## src/rtl/arbiter_n_to_1_request.sv

```systemverilog
// Round-robin N-to-1 MemoryPacket arbiter: 2-deep skid buffer per requester,
// burst-locked grant, registered output. Define ARB_STARVE_GUARD_EN for starvation override.
package arbiter_n_to_1_request_pkg;

    typedef struct packed {
        logic [31:0] addr;
        logic [31:0] data;
    } MemoryPayload;

    typedef struct packed {
        logic         valid;
        MemoryPayload payload;
    } MemoryPacket;

endpackage

module arbiter_n_to_1_request
    import arbiter_n_to_1_request_pkg::*;
#(
    parameter int unsigned NUM_MEMORY_REQUESTOR = 2,
    parameter int unsigned MAX_BURST            = 4,
    parameter int unsigned SETUP_CYCLES         = 8,
    parameter int unsigned STARVE_LIMIT         = 64
) (
    input  logic                            ap_clk,
    input  logic                            ap_rst_n,
    input  MemoryPacket                     request_in [NUM_MEMORY_REQUESTOR],
    output logic [NUM_MEMORY_REQUESTOR-1:0] request_in_ready,
    output MemoryPacket                     request_out,
    input  logic                            request_out_ready,
    output logic [NUM_MEMORY_REQUESTOR-1:0] grant_out,
    output logic                            fifo_setup_signal
);

    localparam int unsigned N  = NUM_MEMORY_REQUESTOR;
    localparam int unsigned IW = $clog2(N);
    localparam int unsigned SW = (SETUP_CYCLES < 2) ? 1 : $clog2(SETUP_CYCLES + 1);
    localparam logic [7:0]  MAX_B = 8'(MAX_BURST);

    typedef enum logic [1:0] {
        S_SETUP,
        S_IDLE,
        S_GRANT,
        S_STALL
    } state_e;

    state_e        state_q, state_d;
    logic [SW-1:0] setup_cnt_q, setup_cnt_d;

    logic [1:0]    cnt_q  [N];
    logic [1:0]    cnt_d  [N];
    MemoryPayload  head_q [N];
    MemoryPayload  head_d [N];
    MemoryPayload  tail_q [N];
    MemoryPayload  tail_d [N];

    logic          out_valid_q, out_valid_d;
    logic [N-1:0]  out_grant_q, out_grant_d;
    MemoryPayload  out_pay_q, out_pay_d;
    logic [IW-1:0] last_q, last_d;
    logic [7:0]    burst_q, burst_d;

    logic [N-1:0]  nonempty;
    logic [N-1:0]  push;
    logic [N-1:0]  pop;
    logic          active;
    logic          load_ok;
    logic          arb_en;
    logic          keep;
    logic          found;
    logic          issue;
    logic [IW-1:0] rr_sel;
    logic [IW-1:0] rr_idx;
    logic [IW-1:0] gsel;

    always_comb begin
        for (int i = 0; i < int'(N); i++) begin
            nonempty[i]         = (cnt_q[i] != 2'd0);
            request_in_ready[i] = (cnt_q[i] != 2'd2) && (state_q != S_SETUP);
            push[i]             = request_in[i].valid & request_in_ready[i];
        end
    end

    assign active  = (state_q != S_SETUP);
    assign load_ok = ~out_valid_q | request_out_ready;
    assign arb_en  = load_ok & active;

`ifdef ARB_STARVE_GUARD_EN
    logic [7:0]    wait_q [N];
    logic [7:0]    wait_d [N];
    logic [N-1:0]  starving;
    logic          st_found;
    logic [IW-1:0] st_sel;
    logic [IW-1:0] st_idx;

    always_comb begin
        for (int i = 0; i < int'(N); i++) begin
            starving[i] = nonempty[i] && ({24'd0, wait_q[i]} >= STARVE_LIMIT);
        end
        st_found = 1'b0;
        st_sel   = last_q;
        st_idx   = last_q;
        // Walk downward so the nearest starving requester after last_q wins.
        for (int k = int'(N); k >= 1; k--) begin
            st_idx = IW'((int'(last_q) + k) % int'(N));
            if (starving[st_idx]) begin
                st_found = 1'b1;
                st_sel   = st_idx;
            end
        end
    end

    always_comb begin
        for (int i = 0; i < int'(N); i++) begin
            wait_d[i] = wait_q[i];
            if (pop[i]) begin
                wait_d[i] = 8'd0;
            end else if (nonempty[i] && (wait_q[i] != 8'hff)) begin
                wait_d[i] = wait_q[i] + 8'd1;
            end
        end
    end

    always_ff @(posedge ap_clk or negedge ap_rst_n) begin
        if (!ap_rst_n) begin
            for (int i = 0; i < int'(N); i++) begin
                wait_q[i] <= 8'd0;
            end
        end else begin
            for (int i = 0; i < int'(N); i++) begin
                wait_q[i] <= wait_d[i];
            end
        end
    end
`endif

    always_comb begin
        found  = 1'b0;
        rr_sel = last_q;
        rr_idx = last_q;
        for (int k = int'(N); k >= 1; k--) begin
            rr_idx = IW'((int'(last_q) + k) % int'(N));
            if (nonempty[rr_idx]) begin
                found  = 1'b1;
                rr_sel = rr_idx;
            end
        end
        keep = (burst_q < MAX_B) && nonempty[last_q];
        gsel = keep ? last_q : rr_sel;
`ifdef ARB_STARVE_GUARD_EN
        if (st_found) begin
            keep = 1'b0;
            gsel = st_sel;
        end
`endif
        issue = arb_en & (keep | found);
        for (int i = 0; i < int'(N); i++) begin
            pop[i] = issue && (gsel == IW'(i));
        end
    end

    // A pop and a push in the same cycle both land; FIFO order via head/tail shift.
    always_comb begin
        for (int i = 0; i < int'(N); i++) begin
            head_d[i] = head_q[i];
            tail_d[i] = tail_q[i];
            cnt_d[i]  = cnt_q[i];
            if (pop[i]) begin
                head_d[i] = tail_q[i];
                cnt_d[i]  = cnt_d[i] - 2'd1;
            end
            if (push[i]) begin
                if (cnt_d[i] == 2'd0) begin
                    head_d[i] = request_in[i].payload;
                end else begin
                    tail_d[i] = request_in[i].payload;
                end
                cnt_d[i] = cnt_d[i] + 2'd1;
            end
        end
    end

    always_comb begin
        state_d     = state_q;
        setup_cnt_d = setup_cnt_q;
        out_valid_d = out_valid_q;
        out_grant_d = out_grant_q;
        out_pay_d   = out_pay_q;
        last_d      = last_q;
        burst_d     = burst_q;

        if (arb_en) begin
            out_valid_d = issue;
            out_grant_d = '0;
            if (issue) begin
                out_grant_d[gsel] = 1'b1;
                out_pay_d         = head_q[gsel];
                last_d            = gsel;
                burst_d           = keep ? (burst_q + 8'd1) : 8'd1;
            end
        end

        unique case (state_q)
            S_SETUP: begin
                if (setup_cnt_q <= SW'(1)) begin
                    state_d     = S_IDLE;
                    setup_cnt_d = '0;
                end else begin
                    setup_cnt_d = setup_cnt_q - SW'(1);
                end
            end
            S_IDLE: begin
                if (issue) begin
                    state_d = S_GRANT;
                end
            end
            S_GRANT, S_STALL: begin
                if (!load_ok) begin
                    state_d = S_STALL;
                end else begin
                    state_d = issue ? S_GRANT : S_IDLE;
                end
            end
            default: state_d = S_SETUP;
        endcase
    end

    always_ff @(posedge ap_clk or negedge ap_rst_n) begin
        if (!ap_rst_n) begin
            state_q     <= S_SETUP;
            setup_cnt_q <= SW'(SETUP_CYCLES);
            out_valid_q <= 1'b0;
            out_grant_q <= '0;
            last_q      <= IW'(N - 1);
            burst_q     <= 8'd0;
            for (int i = 0; i < int'(N); i++) begin
                cnt_q[i] <= 2'd0;
            end
        end else begin
            state_q     <= state_d;
            setup_cnt_q <= setup_cnt_d;
            out_valid_q <= out_valid_d;
            out_grant_q <= out_grant_d;
            last_q      <= last_d;
            burst_q     <= burst_d;
            for (int i = 0; i < int'(N); i++) begin
                cnt_q[i] <= cnt_d[i];
            end
        end
    end

    // Payload storage carries no reset; validity lives in cnt_q / out_valid_q.
    always_ff @(posedge ap_clk) begin
        out_pay_q <= out_pay_d;
        for (int i = 0; i < int'(N); i++) begin
            head_q[i] <= head_d[i];
            tail_q[i] <= tail_d[i];
        end
    end

    always_comb begin
        request_out         = '0;
        request_out.valid   = out_valid_q;
        request_out.payload = out_pay_q;
    end

    assign grant_out         = out_grant_q;
    assign fifo_setup_signal = (state_q == S_SETUP);

endmodule

```

## config.mk

```make
export PLATFORM = sky130hd
export DESIGN_NAME = arbiter_n_to_1_request
export DESIGN_NICKNAME = d
export VERILOG_FILES = /design/src/rtl/arbiter_n_to_1_request.sv
export SDC_FILE = /design/constraint.sdc
export NUM_CORES = 1
export LEC_CHECK = 0
export ABC_AREA = 0
export CORE_MARGIN = 2
export CORE_UTILIZATION = 58
export DETAILED_ROUTE_END_ITERATION = 12
export PLACE_DENSITY = 0.93
export SETUP_SLACK_MARGIN = 0.5
export SYNTH_ARGS = -nofsm -noshare
export SYNTH_HDL_FRONTEND = slang
export SYNTH_SLANG_ARGS = --single-unit
export TNS_END_PERCENT = 1
```

## constraint.sdc

```tcl
create_clock -name ap_clk -period 8.2 [get_ports ap_clk]
set_input_delay 1.64 -clock ap_clk [delete_from_list [all_inputs] [get_ports ap_clk]]
set_output_delay 1.64 -clock ap_clk [all_outputs]
set_load 0.01 [all_outputs]
```

### Yosys cells after proc, flatten, opt, wreduce, memory -nomap -nowiden

Memory sizes are Yosys's and may differ from the RTL's. A register that Yosys moved wholly into a read port is not among the register bits.
Cells that the tools add are included.

* latch bits: 0
* output and inout bits: 70
* RAM bits: 256
* word-level logic and storage cells: 90
* bits in registers: 22
* input bits: 133
* memories kept: 2
* ROM bits: 0

* shift operators: 0
* divide/modulo/power cells: 0
* equal/unequal tests: 7
* reductions and logical operators: 15
* $mul: 0
* add/sub/neg operators: 8
* order comparisons: 7
* bitwise logic cells: 8
* mux-type cells: 35

Memory list
* head_q: depth 2, width 64, rd ports 3, clocked after Yosys merged registers in 1, wr ports 2, line 52 `MemoryPayload head_q [N];`
* tail_q: depth 2, width 64, rd ports 2, clocked after Yosys merged registers in 0, wr ports 2, line 54 `MemoryPayload tail_q [N];`

Operator list (count)
* $mux W64: 10
* $mux W2: 9
* $mux W1: 12
* $add A8 B1 Y8 const B: 1
* $lt A1 B2 Y1 const B: 4
* $lt A8 B3 Y1 const B: 1
* $mux W8: 1
* $logic_and A1 B1 Y1: 6
* $logic_not A2 Y1: 3
* $ne A2 B2 Y1 const B: 3
* $pmux W2 S3: 1
* $reduce_bool A2 Y1: 3
* $add A2 B1 Y2 const B: 2
* $and A1 B1 Y1: 4
* $eq A2 B2 Y1 const B: 2
* $le A4 B1 Y1 const B: 1
* $mux W4: 1
* $reduce_and A2 Y1: 2
* $sub A2 B1 Y2 const B: 2
* $sub A4 B1 Y4 const B: 1
* $add A1 B1 Y1 const B: 2
* $eq A2 B1 Y1 const B: 1
* $ne A2 B1 Y1 const B: 1
* $not A1 Y1: 2
* 4 further kinds: 5

### Longest topological paths before layout

Gate-level depths: netlist of the first run.

* word-level depth: 12
* mapped depth: 14
* mapped depth without buffers: 10

### Worst setup path before layout of the first run

OpenSTA, ideal clock, no wires.

* path type: input to register
* start: input request_out_ready
* end: memory tail_q[0][100] in the netlist's numbering (enable)
* required time: 7.706 ns
* setup time: 0.494 ns
* path buffers: 2
* slack: 1.922 ns
* stages on the path: 8
* arrival: 5.784 ns
* path through: nor2b_1 -> clkbuf_1 -> nor3_1 -> clkbuf_1 -> a31oi_1 -> or2_2 -> ha_1 -> nor2b_1

RTL lines
* from (decl): line 30 `input logic request_out_ready,`
* to (decl): line 54

==> results of run 1 <==
==> routing by layer <==
| metal | GRT usage [%] | wire [um] | up-vias |
|---|---|---|---|
| li1 | - | - | 4661 |
| met1 | 37.4 | 13500 | 5056 |
| met2 | 45.4 | 17200 | 714 |
| met3 | 5.15 | 3640 | 98 |
| met4 | 10.9 | 1040 | 2 |
| met5 | 0 | 13 | - |
==> registers in the layout (all words and copies together), names as in the netlist, 2 cells and up <==
name / count
cnt_q: 4
request_out: 64
burst_q: 8
tail_q: 128
state_q: 2
head_q: 128
grant_out: 2
setup_cnt_q: 4
==> worst max path at each step <==
stage / from / endpoint / slack (ns) / depth (start not counted)
floorplan: request_out_ready / tail_q[0][100] / 1.92 / 8
global placement: request_out_ready / tail_q[0][42] / 2.31 / 8
detailed placement: request_out_ready / tail_q[0][42] / 2.09 / 8
CTS: request_out_ready / tail_q[0][42] / 2.60 / 8
global route: request_out_ready / tail_q[0][38] / 2.40 / 8
finish: request_out_ready / tail_q[0][42] / 2.65 / 8
==> kinds of logic (layout without fill, tap and decap cells) <==
group,Yosys count,count (layout)
buf+inv,124,290
xor+xnor,4,4
compound gates,289,289
other cells,0,4
simple gates,317,317
mux,64,64
flops,342,342
fa+ha+maj,9,9
==> critical path: cells and delay by family <==
kind,cells,cell delay (ns)
buffers and inverters,2,0.96
AOI/OAI and AO/OA,2,1.24
adders and majority gates,1,0.22
and+or+nand+nor,3,1.61
==> metrics by stage <==
stage | cells | hold WS [ns]
2_1_floorplan | 1149 | 0.441
3_3_place_gp | 1573 | 0.453
3_5_place_dp | 1573 | 0.464
4_1_cts | 1634 | 0.479
5_1_grt | 1635 | 0.502
6_report | 1638 | 0.481
==> power breakdown <==
| part | switching, mW | internal, mW |
|---|---|---|
| Combinational | 2.24 | 1.45 |
| Clock | 0.626 | 0.821 |
| Sequential | 0.334 | 2.89 |
==> Yosys cell counts (all sizes together) (6+ instances only) <==
library cell | n | share of area (%)
nand3 | 66 | 2.4
edfxtp | 192 | 42
nand2 | 16 | 0.44
dfxtp | 128 | 19
buf | 41 | 1.7
nor2 | 139 | 3.8
o31ai | 65 | 3.6
nand4 | 64 | 2.9
mux2 | 64 | 5.3
dfrtp | 20 | 3.6
inv | 10 | 0.27
clkbuf | 73 | 2.0
ha | 9 | 0.82
o21ai | 72 | 2.6
o21a | 6 | 0.33
a31oi | 132 | 6.0
==> final cells by class <==
type / instances / share of cell area, %
clock inverter: 13 / 0.372
inverter: 10 / 0.223
tap: 319 / 2.37
clock buffer: 48 / 5.73
antenna: 4 / 0.0594
sequential: 342 / 52.7
timing repair buffer: 219 / 12.8
multi-input combinational: 683 / 25.7
==> impl_metrics.toml, run 1 <==
[timing]
setup_ws_ns = 2.65
finalHoldViolations = 0
min_period_ns = 5.55
fin_crit_sh_pct = 67.7
setup_tns_ns = 0
setup_viol = 0
rsz0062_at_grt = "false"
fin_skew_ns = 0.0154
drv_slew = 0
worstMarginPinSlew_ns = 1.21
fmax_mhz = 180
max-slew-margin-rel_pct = 19.3

[synth]
synth-compound-area-share_pct = 13.5
synth_edf_count = 192
syn-num-nets = 1291
ys_seq_area_share_pct = 64.8
ys_types = 48
synth-simple-area-share_pct = 11.2
synth_cells = 1149
async_flop_share_pct = 6.43
synth.area.mux_share_pct = 5.25
syn_avg_cell_area_sq_um = 11.9
synth_top_family_by_area = "compound AO/OA/AOI/OAI gates"
yosys_warnings = 0
synthAdderAreaFrac_pct = 0.821
synth_xor_area_share_pct = 0.456
ys_ff_latch = 342
ys.flop_type = "edfxtp_1"
synth_area_sq_um = 13700

[placed_design]
dpl_worst_slack_ns = 2.09
portBuffers = 202
placed_cell_area_sq_um = 15800
gp_congestion = 0.807
post-dp-hpwl_um = 20700

[clock_network]
cts_root_buffer = "clkbuf_16"
cts_tree = "built"
cts_setup_buffers = 0
path_clk_slew_ns = 0.06
insertion_delay_ns = 0.50
clock-sinks = 342
clk_path_buf_depth = 3
htree_levels = 2
numCtsBuffers = 34
post_cts_resized = 0
hold_buffers = 0

[critical_path]
r2r_slack_ns = 3.47
path_cells = "clkdlybuf4s50_1 -> nor2b_1 -> a2111o_2 -> o21ai_0 -> and2_1 -> ha_1 -> nor2_4 -> buf_4"
critPathMaxFanout = 66
critPathSlowestCell = "a2111o_2"
ff2ff_path_depth = 9
r2r-end = "tail_q[0][42]"
cp_data_arrival_time_ns = 5.70
cp.required_ns = 8.35
worst_setup_path_end_kind = "flip-flop"
cp-start-kind = "primary input"
r2r-start = "cnt_q[0]"
worst_path_largest_cell_delay_ns = 0.95
worstSetupPathType = "in -> reg"

[layout]
n_fill_cell = 1461
final_common_cell = "clkdlybuf4s50_1"
multiInputGateArea_sq_um = 4330
final_cell_mix = "clkdlybuf4s50_1 (202), edfxtp_1 (192), nor2_1 (138), a31oi_1 (132), dfxtp_1 (128)"
areaGrowthSynthToFinish_pct = 22.8
regArea_sq_um = 8880
finalInstanceArea_sq_um = 16800
drive_gt1_share_pct = 10.3
fin_nets = 1432
post-route-util_pct = 72.2

[pwr]
ir_worst_vdd_mv = 0.399
p_leak_nw = 6.04
power_density_nw_per_um2 = 497
finalPower_mw = 8.36

[min_path]
min_from = "state_q[1]"
hold_depth = 1
hold_path_class = "reg -> reg"
min_to = "state_q[1]"

[routing]
vias = 10500
drc = 0
first_pass_iters = 7
wl_per_cell_um = 21.6
ant_nets = 0
drtIter0Drc = 1319
wirelength_um = 35400
viasPerCell = 6.43

[floorplan]
fp.coreArea_sq_um = 23300
die_h_um = 158
core.rowCount = 56
io_pins = 203
start_util_pct = 58.8
die_area_sq_um = 24900
die_w_um = 158

[global_routing]
grt_pass1_vias = 10200
grt_pass1_wl_um = 54900
antenna_found_initial = 3
grt_max_degree = 69
grt_usage_pct = 27.9
grt_overflow = 0

[flow_run]
max_cap_violations = 0

[outcome]
status = "completed"
No activity file was read; power rests on OpenSTA's default activity.
==> run 2: changes to the inputs <==
--- a/config.mk
+++ b/config.mk
@@ -7,9 +7,9 @@
 export LEC_CHECK = 0
 export ABC_AREA = 0
 export CORE_MARGIN = 2
-export CORE_UTILIZATION = 58
+export CORE_UTILIZATION = 54
 export DETAILED_ROUTE_END_ITERATION = 12
-export PLACE_DENSITY = 0.93
+export PLACE_DENSITY = 0.88
 export SETUP_SLACK_MARGIN = 0.5
 export SYNTH_ARGS = -nofsm -noshare
 export SYNTH_HDL_FRONTEND = slang
==> constraint.sdc (replaced) <==
create_clock -name ap_clk -period 5.6 [get_ports ap_clk]
set_input_delay 1.12 -clock ap_clk [delete_from_list [all_inputs] [get_ports ap_clk]]
set_output_delay 1.12 -clock ap_clk [all_outputs]
set_load 0.01 [all_outputs]
==> run 2 against run 1 <==
- register-to-register slack got worse by 2.1 ns
- die area rose by 7.2%
- critical path depth did not move
- via count fell by 1.5%
- first-iteration DRC count fell by 8.5%
- clock skew fell by 0.0060 ns
- sequential share of layout area fell by 0.77 points
- total power rose by 51%
- final cell count rose by 0.61%
- combinational power rose by 48%
- design area rose by 1.5%
- critical endpoint is now tail_q[0][83]
- highest routed layer is now met4
==> impl_metrics.toml, run 2 (synthesis gave the netlist of run 1 again) <==
[pwr]
power_density_nw_per_um2 = 739
p_leak_nw = 6.15
finalPower_mw = 12.6
ir_worst_vdd_mv = 0.482

[clock_network]
post_cts_resized = 0
cts_root_buffer = "clkbuf_16"
path_clk_slew_ns = 0.06
cts_setup_buffers = 0
clock-sinks = 342
cts_tree = "built"
numCtsBuffers = 35
insertion_delay_ns = 0.50
htree_levels = 2
hold_buffers = 0
clk_path_buf_depth = 3

[critical_path]
ff2ff_path_depth = 8
cp-start-kind = "flip-flop"
worstSetupPathType = "reg -> reg"
worst_path_largest_cell_delay_ns = 0.71
path_cells = "or4_1 -> or4_2 -> buf_4 -> and4_1 -> or2_2 -> ha_1 -> nor2b_4 -> buf_12"
cp.required_ns = 5.78
worst_setup_path_end_kind = "flip-flop"
critPathMaxFanout = 66
critPathSlowestCell = "or4_1"
cp_data_arrival_time_ns = 4.41

[floorplan]
core.rowCount = 58
io_pins = 203
die_w_um = 163
start_util_pct = 54.8
die_h_um = 163
fp.coreArea_sq_um = 25000
die_area_sq_um = 26700

[routing]
wl_per_cell_um = 21.7
viasPerCell = 6.30
wirelength_um = 35800
first_pass_iters = 5
wl_met3_um = 3120
dr_wl_met2_um = 17500
drtIter0Drc = 1207
ant_nets = 0
met1Wirelength_um = 14300
vias = 10400
highest_layer = "met4"
drc = 0

[global_routing]
grt_pass1_vias = 10100
grt_overflow = 0
grt_max_degree = 129
grt_usage_pct = 26.3
antenna_found_initial = 1
grt_pass1_wl_um = 55100

[timing]
finalHoldViolations = 0
fin_skew_ns = 0.00946
min_period_ns = 4.23
rsz0062_at_grt = "false"
setup_tns_ns = 0
setup_viol = 0
worstMarginPinSlew_ns = 1.10
max-slew-margin-rel_pct = 26.8
drv_slew = 0
fin_crit_sh_pct = 75.6
fmax_mhz = 236

[layout]
final_cell_mix = "clkdlybuf4s50_1 (202), edfxtp_1 (192), nor2_1 (138), a31oi_1 (132), dfxtp_1 (128)"
n_fill_cell = 1737
multiInputGateArea_sq_um = 4330
num_antenna_cells = 0
drive_gt1_share_pct = 10.8
areaGrowthSynthToFinish_pct = 24.6
fin_nets = 1435
finalInstanceArea_sq_um = 17100
final_common_cell = "clkdlybuf4s50_1"
regArea_sq_um = 8880

[outcome]
status = "completed"

[placed_design]
post-dp-hpwl_um = 20600
placed_cell_area_sq_um = 15900
gp_congestion = 0.857
portBuffers = 202

[min_path]
hold_depth = 2
hold_path_class = "reg -> reg"

[flow_run]
max_cap_violations = 0
==> run 2: cell type report <==
type | count | area share [%]
inverters | 10 | 0.220
clock buffers | 48 | 5.84
well taps | 330 | 2.42
multi-input cells | 683 | 25.4
clock inverters | 14 | 1.30
repair buffers | 221 | 12.9
flip-flops and latches | 342 | 52.0
==> run 2: layer usage <==
metal / GRT usage (%) / vias up
li1: - / 4674
met4: 9.21 / 0
met2: 43.7 / 612
met1: 35.5 / 5012
met5: 0 / -
met3: 3.91 / 79
==> run 2: through the flow <==
stage | hold WS, ns | worst slack (ns) | std cells | utilization (%)
finish | 0.483 | 1.37 | 1648 | 68.3
global route | 0.502 | 1.17 | 1648 | 68.3
CTS | 0.487 | 1.34 | 1648 | 68.3
floorplan | 0.441 | -0.0694 | 1149 | -
global placement | 0.459 | 1.03 | 1586 | 63.4
detailed placement | 0.472 | 0.928 | 1586 | 63.4
==> run 2: path summary, 6_finish.rpt <==
path	startpoint	endpoint	slack, ns
max in group asynchronous	ap_rst_n	burst_q[5]	3.72
min	head_q[1][56]	head_q[1][56]	0.48
max reg2reg	burst_q[4]	tail_q[0][83]	1.37
min reg2reg	head_q[1][56]	head_q[1][56]	0.48
min in group asynchronous	ap_rst_n	state_q[1]	1.22
max	burst_q[4]	tail_q[0][83]	1.37
==> run 2: worst max-delay path: cells and delay by family (launching register included) <==
family	cells	cell delay, ns
buf+inv	2	0.72
simple gates	5	2.49
fa+ha+maj	1	0.22
flops	1	0.42
==> run 2: power by group <==
| group | leakage (nW) | switching (mW) | internal [mW] |
|---|---|---|---|
| registers | 3.18 | 0.490 | 4.22 |
| clock network | 0.592 | 0.939 | 1.52 |
| logic | 2.38 | 3.29 | 2.16 |
